$ cat config.mk
export PLATFORM = sky130hd
export DESIGN_NAME = prog_loader
export DESIGN_NICKNAME = d
export VERILOG_FILES = /design/src/rtl/nic8_pkg.sv /design/src/rtl/byte_sum.sv /design/src/rtl/prog_loader.sv
export SDC_FILE = /design/constraint.sdc
export NUM_CORES = 1
export LEC_CHECK = 0
export ABC_AREA = 1
export CAP_MARGIN = 20
export CORE_ASPECT_RATIO = 1.4
export CORE_MARGIN = 8
export CORE_UTILIZATION = 56
export CTS_CLUSTER_SIZE = 16
export DETAILED_ROUTE_END_ITERATION = 10
export PLACE_DENSITY = 0.82
export SETUP_SLACK_MARGIN = 0.3
export SYNTH_ARGS = -nofsm -noshare
export SYNTH_HDL_FRONTEND = slang
export SYNTH_HIERARCHICAL = 1
export SYNTH_SLANG_ARGS = --single-unit
$ cat constraint.sdc
create_clock -name clk -period 2.3 [get_ports clk]
set_clock_uncertainty 0.1 [all_clocks]
set_input_delay 0.69 -clock clk [delete_from_list [all_inputs] [get_ports clk]]
set_output_delay 0.69 -clock clk [all_outputs]
set_load 0.02 [all_outputs]
$ cat src/rtl/nic8_pkg.sv
// Shared loader types: FSM state encoding and length decode.
// Imported by the program loader and its sub-blocks.
package nic8_pkg;

  typedef enum logic [2:0] {
    WAIT_LEN,
    LOAD,
    CHECK,
    RUN,
    FAIL
  } loader_state_t;

  // A length byte of zero selects a full 256-byte image.
  localparam logic [8:0] LOADER_MAX_LEN = 9'd256;

  function automatic logic [8:0] len_to_count(
    input logic [7:0] n
  );
    if (n == 8'h00) begin
      return LOADER_MAX_LEN;
    end
    return {1'b0, n};
  endfunction

endpackage

$ cat src/rtl/byte_sum.sv
// 8-bit modulo-256 running sum with clear and add enable.
// Ports: clk, rst_n, clr_i, add_i, data_i[7:0] -> sum_o[7:0].
module byte_sum (
  input  logic       clk,
  input  logic       rst_n,
  input  logic       clr_i,
  input  logic       add_i,
  input  logic [7:0] data_i,
  output logic [7:0] sum_o
);

  logic [7:0] sum_q;
  logic [7:0] sum_d;

  always_comb begin
    sum_d = sum_q;
    if (clr_i) begin
      sum_d = 8'h00;
    end else if (add_i) begin
      sum_d = sum_q + data_i;
    end
  end

  always_ff @(posedge clk or negedge rst_n) begin
    if (!rst_n) begin
      sum_q <= 8'h00;
    end else begin
      sum_q <= sum_d;
    end
  end

  assign sum_o = sum_q;

endmodule

$ cat src/rtl/prog_loader.sv
// Boot loader: length, data bytes, checksum -> program memory writes,
// then releases CPU reset on a matching checksum.
// Ports: clk, resetBar, in_valid/in_data/in_ready (host byte stream),
// mem_we/mem_addr/mem_wdata (memory write), cpu_resetBar, done, error.
module prog_loader
  import nic8_pkg::*;
#(
  parameter logic [7:0] START_ADDR = 8'h00
) (
  input  logic       clk,
  input  logic       resetBar,
  input  logic       in_valid,
  input  logic [7:0] in_data,
  output logic       in_ready,
  output logic       mem_we,
  output logic [7:0] mem_addr,
  output logic [7:0] mem_wdata,
  output logic       cpu_resetBar,
  output logic       done,
  output logic       error
);

  loader_state_t state_q, state_d;
  logic [8:0]    cnt_q, cnt_d;
  logic [7:0]    addr_q, addr_d;
  logic          we_q, we_d;
  logic [7:0]    waddr_q, waddr_d;
  logic [7:0]    wdata_q, wdata_d;
  logic          sum_clr;
  logic          sum_add;
  logic [7:0]    sum;
  logic          xfer;

  assign in_ready = (state_q == WAIT_LEN)
                  | (state_q == LOAD)
                  | (state_q == CHECK);
  assign xfer = in_valid & in_ready;

  byte_sum u_sum (
    .clk    (clk),
    .rst_n  (resetBar),
    .clr_i  (sum_clr),
    .add_i  (sum_add),
    .data_i (in_data),
    .sum_o  (sum)
  );

  always_comb begin
    state_d = state_q;
    cnt_d   = cnt_q;
    addr_d  = addr_q;
    we_d    = 1'b0;
    waddr_d = waddr_q;
    wdata_d = wdata_q;
    sum_clr = 1'b0;
    sum_add = 1'b0;
    unique case (state_q)
      WAIT_LEN: begin
        if (xfer) begin
          state_d = LOAD;
          cnt_d   = len_to_count(in_data);
          addr_d  = START_ADDR;
          sum_clr = 1'b1;
        end
      end
      LOAD: begin
        if (xfer) begin
          we_d    = 1'b1;
          waddr_d = addr_q;
          wdata_d = in_data;
          addr_d  = addr_q + 8'd1;
          cnt_d   = cnt_q - 9'd1;
          sum_add = 1'b1;
          if (cnt_q == 9'd1) begin
            state_d = CHECK;
          end
        end
      end
      CHECK: begin
        if (xfer) begin
          state_d = (in_data == sum) ? RUN : FAIL;
        end
      end
      default: begin
      end
    endcase
  end

  // Write strobe is registered so an async reset also
  // cancels a write pending from the last accepted byte.
  always_ff @(posedge clk or negedge resetBar) begin
    if (!resetBar) begin
      state_q <= WAIT_LEN;
      cnt_q   <= 9'd0;
      addr_q  <= START_ADDR;
      we_q    <= 1'b0;
      waddr_q <= START_ADDR;
      wdata_q <= 8'h00;
    end else begin
      state_q <= state_d;
      cnt_q   <= cnt_d;
      addr_q  <= addr_d;
      we_q    <= we_d;
      waddr_q <= waddr_d;
      wdata_q <= wdata_d;
    end
  end

  assign mem_we       = we_q;
  assign mem_addr     = waddr_q;
  assign mem_wdata    = wdata_q;
  assign cpu_resetBar = (state_q == RUN);
  assign done         = (state_q == RUN);
  assign error        = (state_q == FAIL);

endmodule

==> results_dict.tcl, run 1 <==
set metrics [dict create \
    finalSetupViolCount 0 \
    slew_headroom_pct 69.2 \
    synthesis.area_per_instance_sq_um 7.68 \
    crit_end "u_sum/sum_o[6]" \
    startpoint_class_of_the_critical_path "input port" \
    fmax_mhz 499 \
    synth-seq-cells 45 \
    std_cell_rows 29 \
    post_synth_num_cell_types 32 \
    grt_overflow 0 \
    drt_iter0_markers 89 \
    fin_util_pct 72.1 \
    pwr-share-comb_pct 7.6 \
    drt.antenna.violating_nets 0 \
    cp.buffers_inverters 1 \
    cp_data_required_time_ps 2400 \
    max_slew.worst_pin.slew_ps 461 \
    placement.io_buffers 31 \
    grt_first_pass_wirelength_mm 10.1 \
    insertion_delay_ps 310 \
    path_depth 8 \
    drt-total-wl_mm 6.04 \
    drive_above_1_share_pct 15.5 \
    cell_internal_pwr_w 0.00106 \
    regToRegEndpoint "u_sum/sum_o[4]" \
    total_routing_usage_gr_pct 17.6 \
    max-clock-path-buffers 2 \
    core-area_sq_mm 0.00450 \
    crit_path_start "in_data[1]" \
    tritoncts "done" \
    gp_congestion 0.859 \
    ys_seq_area_share_pct 43.1 \
    detail_route.first_pass.iterations 4 \
    cts.root.buffer_cell "sky130_fd_sc_hd__clkbuf_8" \
    first_global_vias 2336 \
    grt_antenna_before_repair 0 \
    cts_hold_buffers 0 \
    top_level_ports 32 \
    grt_max_degree 29 \
    die_width_microns 73.7 \
    area.growth.synth_to_final_pct 24.1 \
    seqPwrFrac_pct 56.5 \
    crit_fanout 3 \
    postSynthNetCount 362 \
    path_delay_family "simple AND/OR/NAND/NOR gates" \
    rrSetupSlack_ps 420 \
    power.switching_w 0.000348 \
    worstReg2RegStart "state_q[2]" \
    cts.clk_slew.worst_paths_ps 90 \
    final-hold-violation-count 0 \
    design.die.area_sq_mm 0.00713 \
    rsz0062_at_grt "yes" \
    synth.cell_area_sq_mm 0.00261 \
    clock_power_share_pct 35.9 \
    holdCritPathClass "input port to asynchronous set/reset pin" \
    syn_inst 340 \
    ir_drop_mv 0.427 \
    layout.nets 414 \
    worstPathCellList "clkdlybuf4s50_1, fa_2, nand2_2, nand2_1, nand3b_1, nand3b_1, nand3_1, nand2_1" \
    hpwl_mm 4.47 \
    cpPeakStageDelay_ps 480 \
    yosys_warnings 6 \
    netSwitchingFraction_pct 24.8 \
    antenna-diode-count 0 \
    cts_sinks 45 \
    power_leakage_nw 1.70 \
    critical-path-slowest-cell "sky130_fd_sc_hd__clkdlybuf4s50_1" \
    initial_core_util_pct 58.0 \
    ff2ff_path_depth 10 \
    cp_data_arrival_time_ps 2110 \
    drv_cap 0 \
    clock_tree.htree_level_count 2 \
    critical_path_sink_type "flop" \
    final.min_clock_period_ps 2000 \
    routed-via-count 2338 \
    run_status "finished, final reports clean" \
    final_min_period_over_clock_period_pct 87.1 \
    wl_per_cell_microns 13.3 \
    worstSetupPathType "input port to flop" \
    die_y_microns 96.8 \
    cellPowerDensity_mw_per_mm2 433 \
    timing.final.max_slew_violations 0 \
    drt_drc_violations_left 0 \
    worst_hold_slack_ps 223 \
    avgViaCountPerCell 5.14 \
    n_fill_cell 374 \
    tritoncts_buffer_count 5 \
]
## kinds of logic after synthesis
group                      synth area share, %
AOI/OAI and AO/OA                         11.5
adders and majority gates                 5.56
and+or+nand+nor                           27.6
xor gates and xnor gates                  3.02
DFF                                       43.1
buffers and inverters                     9.20
## sequential cells by signal, summed over array words and instances (netlist names)
signal / cells
mem_wdata: 8
state_q: 3
cnt_q: 9
mem_we: 1
u_sum/sum_o: 8
mem_addr: 8
addr_q: 8
## worst min-delay path by stage
stage | from | end | slack, ps
2_1_floorplan | resetBar | addr_q[0] | 290
3_3_place_gp | mem_addr[4] | mem_addr[4] | 360
3_5_place_dp | mem_addr[4] | mem_addr[4] | 370
4_1_cts | resetBar | cnt_q[5] | 240
5_1_grt | resetBar | cnt_q[5] | 240
6_report | resetBar | cnt_q[5] | 220
## Yosys cell counts
master / count / share of area (%)
sky130_fd_sc_hd__a21oi_1: 19 / 3.6
sky130_fd_sc_hd__a22o_1: 2 / 0.67
sky130_fd_sc_hd__a22oi_1: 1 / 0.29
sky130_fd_sc_hd__a32o_1: 1 / 0.38
sky130_fd_sc_hd__and2_4: 1 / 0.34
sky130_fd_sc_hd__buf_2: 4 / 0.77
sky130_fd_sc_hd__buf_4: 1 / 0.29
sky130_fd_sc_hd__buf_6: 2 / 0.86
sky130_fd_sc_hd__dfrtp_1: 45 / 43
sky130_fd_sc_hd__fa_1: 1 / 0.77
sky130_fd_sc_hd__ha_1: 10 / 4.8
sky130_fd_sc_hd__inv_1: 45 / 6.5
sky130_fd_sc_hd__inv_2: 4 / 0.57
sky130_fd_sc_hd__inv_4: 1 / 0.24
sky130_fd_sc_hd__nand2_1: 92 / 13
sky130_fd_sc_hd__nand2_2: 4 / 0.96
sky130_fd_sc_hd__nand3_1: 19 / 3.6
sky130_fd_sc_hd__nand3b_1: 2 / 0.57
sky130_fd_sc_hd__nand4_1: 3 / 0.72
sky130_fd_sc_hd__nor2_1: 29 / 4.2
sky130_fd_sc_hd__nor2_2: 2 / 0.48
sky130_fd_sc_hd__nor2_4: 2 / 0.86
sky130_fd_sc_hd__nor2_8: 1 / 0.77
sky130_fd_sc_hd__nor3_1: 4 / 0.77
sky130_fd_sc_hd__nor3_4: 1 / 0.62
sky130_fd_sc_hd__o211ai_1: 1 / 0.29
sky130_fd_sc_hd__o21ai_0: 13 / 2.5
sky130_fd_sc_hd__o21ai_1: 18 / 3.5
sky130_fd_sc_hd__o21bai_1: 1 / 0.29
sky130_fd_sc_hd__or2_1: 2 / 0.48
sky130_fd_sc_hd__xnor2_1: 7 / 2.3
sky130_fd_sc_hd__xor2_1: 2 / 0.67
## what timing repair did
action | CTS | global route
hold endpoints to repair | 0 | 0
pin swaps | 2 | 3
gates resized for setup | 35 | 12
buffers inserted | 2 | 2
endpoints found under the setup margin | 24 | 18
## worst reg2reg max path, cell delays in order, from the launching register on
cell and delay [ps]:
sky130_fd_sc_hd__dfrtp_1 410, sky130_fd_sc_hd__buf_4 170, sky130_fd_sc_hd__nor2_4 150, sky130_fd_sc_hd__nand2_2 170
sky130_fd_sc_hd__inv_4 160, sky130_fd_sc_hd__nand2_2 90, sky130_fd_sc_hd__inv_2 100, sky130_fd_sc_hd__inv_1 100
sky130_fd_sc_hd__nor2_8 160, sky130_fd_sc_hd__nand2_1 80, sky130_fd_sc_hd__o21ai_1 130
## cell usage in the layout, fill, tap and decap left out, drive strengths merged, types with 2 or more instances in the layout
cell type,n
a21oi,19
a22o,2
buf,25
clkbuf,5
clkdlybuf4s50,8
dfrtp,45
dlygate4sd2,18
ha,10
inv,51
nand2,96
nand3,19
nand3b,2
nand4,3
nor2,34
nor3,5
o21ai,31
or2,2
xnor2,7
xor2,2
## routing by layer
layer	up-vias	global-route usage [%]	wire length [microns]
met5	-	0	0
met4	0	7.11	172
met3	15	3.93	237
met2	57	31.2	3210
met1	1082	19.2	2420
li1	1184	-	-
## through the flow
step / TNS, ps / area, sq um / power [W] / std cells / setup WS [ps]
global placement: -266 / 3080 / 0.000907 / 443 / -107
floorplan: 0 / 2610 / 0.000844 / 340 / 403
finish: 0 / 3240 / 0.00140 / 455 / 296
detailed placement: -460 / 3080 / 0.000910 / 443 / -195
global route: 0 / 3240 / 0.00145 / 455 / 220
CTS: 0 / 3180 / 0.00141 / 453 / 300
## cell type report
| cell class | count | area, sq um | share of cell area [%] |
|---|---|---|---|
| Sequential cell | 45 | 1130 | 34.8 |
| Timing Repair Buffer | 52 | 439 | 13.5 |
| Multi-Input combinational cell | 238 | 1320 | 40.6 |
| Tap cell | 62 | 77.6 | 2.39 |
| Clock inverter | 3 | 21.3 | 0.656 |
| Clock buffer | 5 | 68.8 | 2.12 |
| Inverter | 50 | 190 | 5.87 |
## power by group through the flow
| stage | clock network [W] | registers [W] | logic [W] |
|---|---|---|---|
| 3_5_place_dp | 0 | 0.000809 | 0.000101 |
| 3_3_place_gp | 0 | 0.000809 | 0.0000987 |
| 2_1_floorplan | 0 | 0.000809 | 0.0000355 |
| 4_1_cts | 0.000513 | 0.000793 | 0.000103 |
| 5_1_grt | 0.000542 | 0.000793 | 0.000119 |
| 6_report | 0.000504 | 0.000793 | 0.000107 |
No activity file was read; power rests on OpenSTA's default activity.
==> run 2: changes to the inputs <==
--- a/config.mk
+++ b/config.mk
@@ -7,7 +7,6 @@
 export LEC_CHECK = 0
 export ABC_AREA = 1
 export CAP_MARGIN = 20
-export CORE_ASPECT_RATIO = 1.4
 export CORE_MARGIN = 8
 export CORE_UTILIZATION = 56
 export CTS_CLUSTER_SIZE = 16
==> run 2 against run 1 <==
  * Worst setup slack improved by 40 ps
  * Clock power rose by 19%
  * Flip-flop and latch count did not move
  * Sequential power barely moved
  * Critical path type unchanged
  * Cell count fell by 1.5%
  * Count of clock-buffer cells in the layout rose by 1
==> results_dict.tcl, run 2 (synthesis results as in run 1) <==
set metrics [dict create \
    final_common_cell "sky130_fd_sc_hd__nand2_1" \
    grt_overflow 0 \
    registers.top_by_ff_count "cnt_q" \
    cts.root.buffer_cell "sky130_fd_sc_hd__clkbuf_8" \
    insertion_delay_ps 300 \
    finalWorstSetupSlack_ps 336 \
    hpwl_mm 4.32 \
    crit_fanout 4 \
    core-area_sq_mm 0.00460 \
    final_min_period_over_clock_period_pct 85.4 \
    cell_internal_pwr_w 0.00117 \
    seqPwrFrac_pct 52.8 \
    avgViaCountPerCell 5.26 \
    std_cell_rows 25 \
    total_routing_usage_gr_pct 16.9 \
    final.min_clock_period_ps 1960 \
    finalSetupViolCount 0 \
    routed-via-count 2357 \
    rrSetupSlack_ps 470 \
    grt_first_pass_wirelength_mm 10.2 \
    pwr-share-comb_pct 7.2 \
    rsz0062_at_grt "yes" \
    max-clock-path-buffers 2 \
    design.die.area_sq_mm 0.00710 \
    critical_path_sink_type "flop" \
    layout.nets 415 \
    drv_cap 0 \
    gp_congestion 0.882 \
    ir_drop_mv 0.311 \
    detail_route.first_pass.iterations 4 \
    cts.clk_slew.worst_paths_ps 80 \
    drt.antenna.violating_nets 0 \
    slew_headroom_pct 61.2 \
    clock_tree.htree_level_count 2 \
    top_level_ports 32 \
    power_w 0.00150 \
    drt_iter0_markers 138 \
    final-hold-violation-count 0 \
    first_global_vias 2358 \
    initial_core_util_pct 56.8 \
    die_y_microns 84.3 \
    holdCritPathClass "input port to asynchronous set/reset pin" \
    placement.io_buffers 31 \
    wl_per_cell_microns 13.3 \
    mostFrequentLayoutCells "90 x sky130_fd_sc_hd__nand2_1, 45 x sky130_fd_sc_hd__inv_1, 43 x sky130_fd_sc_hd__dfrtp_1" \
    run_status "finished, final reports clean" \
    die_width_microns 84.3 \
    timing.final.max_slew_violations 0 \
    grt_max_degree 46 \
    drt_drc_violations_left 0 \
    netSwitchingFraction_pct 22.4 \
    startpoint_class_of_the_critical_path "input port" \
    grt_antenna_before_repair 0 \
    largest_register_ffs 9 \
    tritoncts "done" \
    power.switching_w 0.000336 \
    antenna-diode-count 0 \
    cellPowerDensity_mw_per_mm2 460 \
    preCtsSetupSlack_ps -149 \
    tritoncts_buffer_count 5 \
    max_slew.worst_pin.slew_ps 583 \
    drive_above_1_share_pct 16.0 \
    cp_data_required_time_ps 2390 \
    worstSetupPathType "input port to flop" \
    clock_power_share_pct 40.1 \
    cts_sinks 45 \
    fmax_mhz 509 \
    area.growth.synth_to_final_pct 24.9 \
    final.setup.tns_ps 0 \
    n_fill_cell 372 \
    drt-total-wl_mm 5.96 \
    power_leakage_nw 1.74 \
    cp_data_arrival_time_ps 2060 \
]
==> run 2: power by group through the flow <==
stage	sequential (W)	combinational, W	clock (W)
floorplan	0.000809	0.0000355	0
global placement	0.000809	0.0000977	0
detailed placement	0.000809	0.0000999	0
CTS	0.000792	0.000102	0.000618
global route	0.000793	0.000120	0.000644
finish	0.000792	0.000108	0.000601
==> run 2: repair_timing <==
| item | 4_1_cts | 5_1_grt |
|---|---|---|
| cloned | 0 | 0 |
| setup buffers | 3 | 0 |
| setup endpoints to repair | 24 | 11 |
| hold buffers | 0 | 0 |
| gates resized for setup | 35 | 16 |
| pin swaps | 2 | 1 |
==> run 2: critical path, stage by stage <==
cell	delay, ps
sky130_fd_sc_hd__clkdlybuf4s50_1	530
sky130_fd_sc_hd__ha_4	230
sky130_fd_sc_hd__a21oi_1	160
sky130_fd_sc_hd__nand2_2	100
sky130_fd_sc_hd__nand2_1	90
sky130_fd_sc_hd__nand3_1	90
sky130_fd_sc_hd__nand3_1	110
sky130_fd_sc_hd__nand2_1	60
==> run 2: path summary, 6_finish.rpt <==
kind                                    from             end  cells after the start
worst min register to register  mem_wdata[0]    mem_wdata[0]                      2
min in group clk                mem_wdata[0]    mem_wdata[0]                      2
worst max-delay path              in_data[2]  u_sum/sum_o[7]                      8
worst min-delay path                resetBar  u_sum/sum_o[5]                      2
max in group asynchronous           resetBar      state_q[1]                      2
worst max register to register    state_q[2]  u_sum/sum_o[3]                     10
==> run 2: layout make-up <==
type / instances / area, sq um / share of cell area [%]
clock buffer: 6 / 72.6 / 2.22
clock inverter: 2 / 38.8 / 1.19
inverter: 50 / 190 / 5.83
multi-input combinational: 238 / 1330 / 40.7
sequential: 45 / 1130 / 34.6
tap: 54 / 67.6 / 2.07
timing repair buffer: 53 / 435 / 13.3
==> run 2: metal layers <==
metal  global-route usage (%)  up-vias  wire length [microns]
li1                         -     1185                      -
met5                        0        -                      0
met3                     4.16       10                    253
met2                     28.8       49                   3000
met1                     20.2     1113                   2610
met4                     5.49        0                     94
==> run 2: through the flow <==
step	area (sq um)	util [%]	hold WS, ps	cells
finish	3260	70.9	355	448
detailed placement	3080	66.9	368	437
global route	3260	70.9	404	448
CTS	3200	69.6	386	448
floorplan	2610	-	294	340
global placement	3080	66.9	364	437
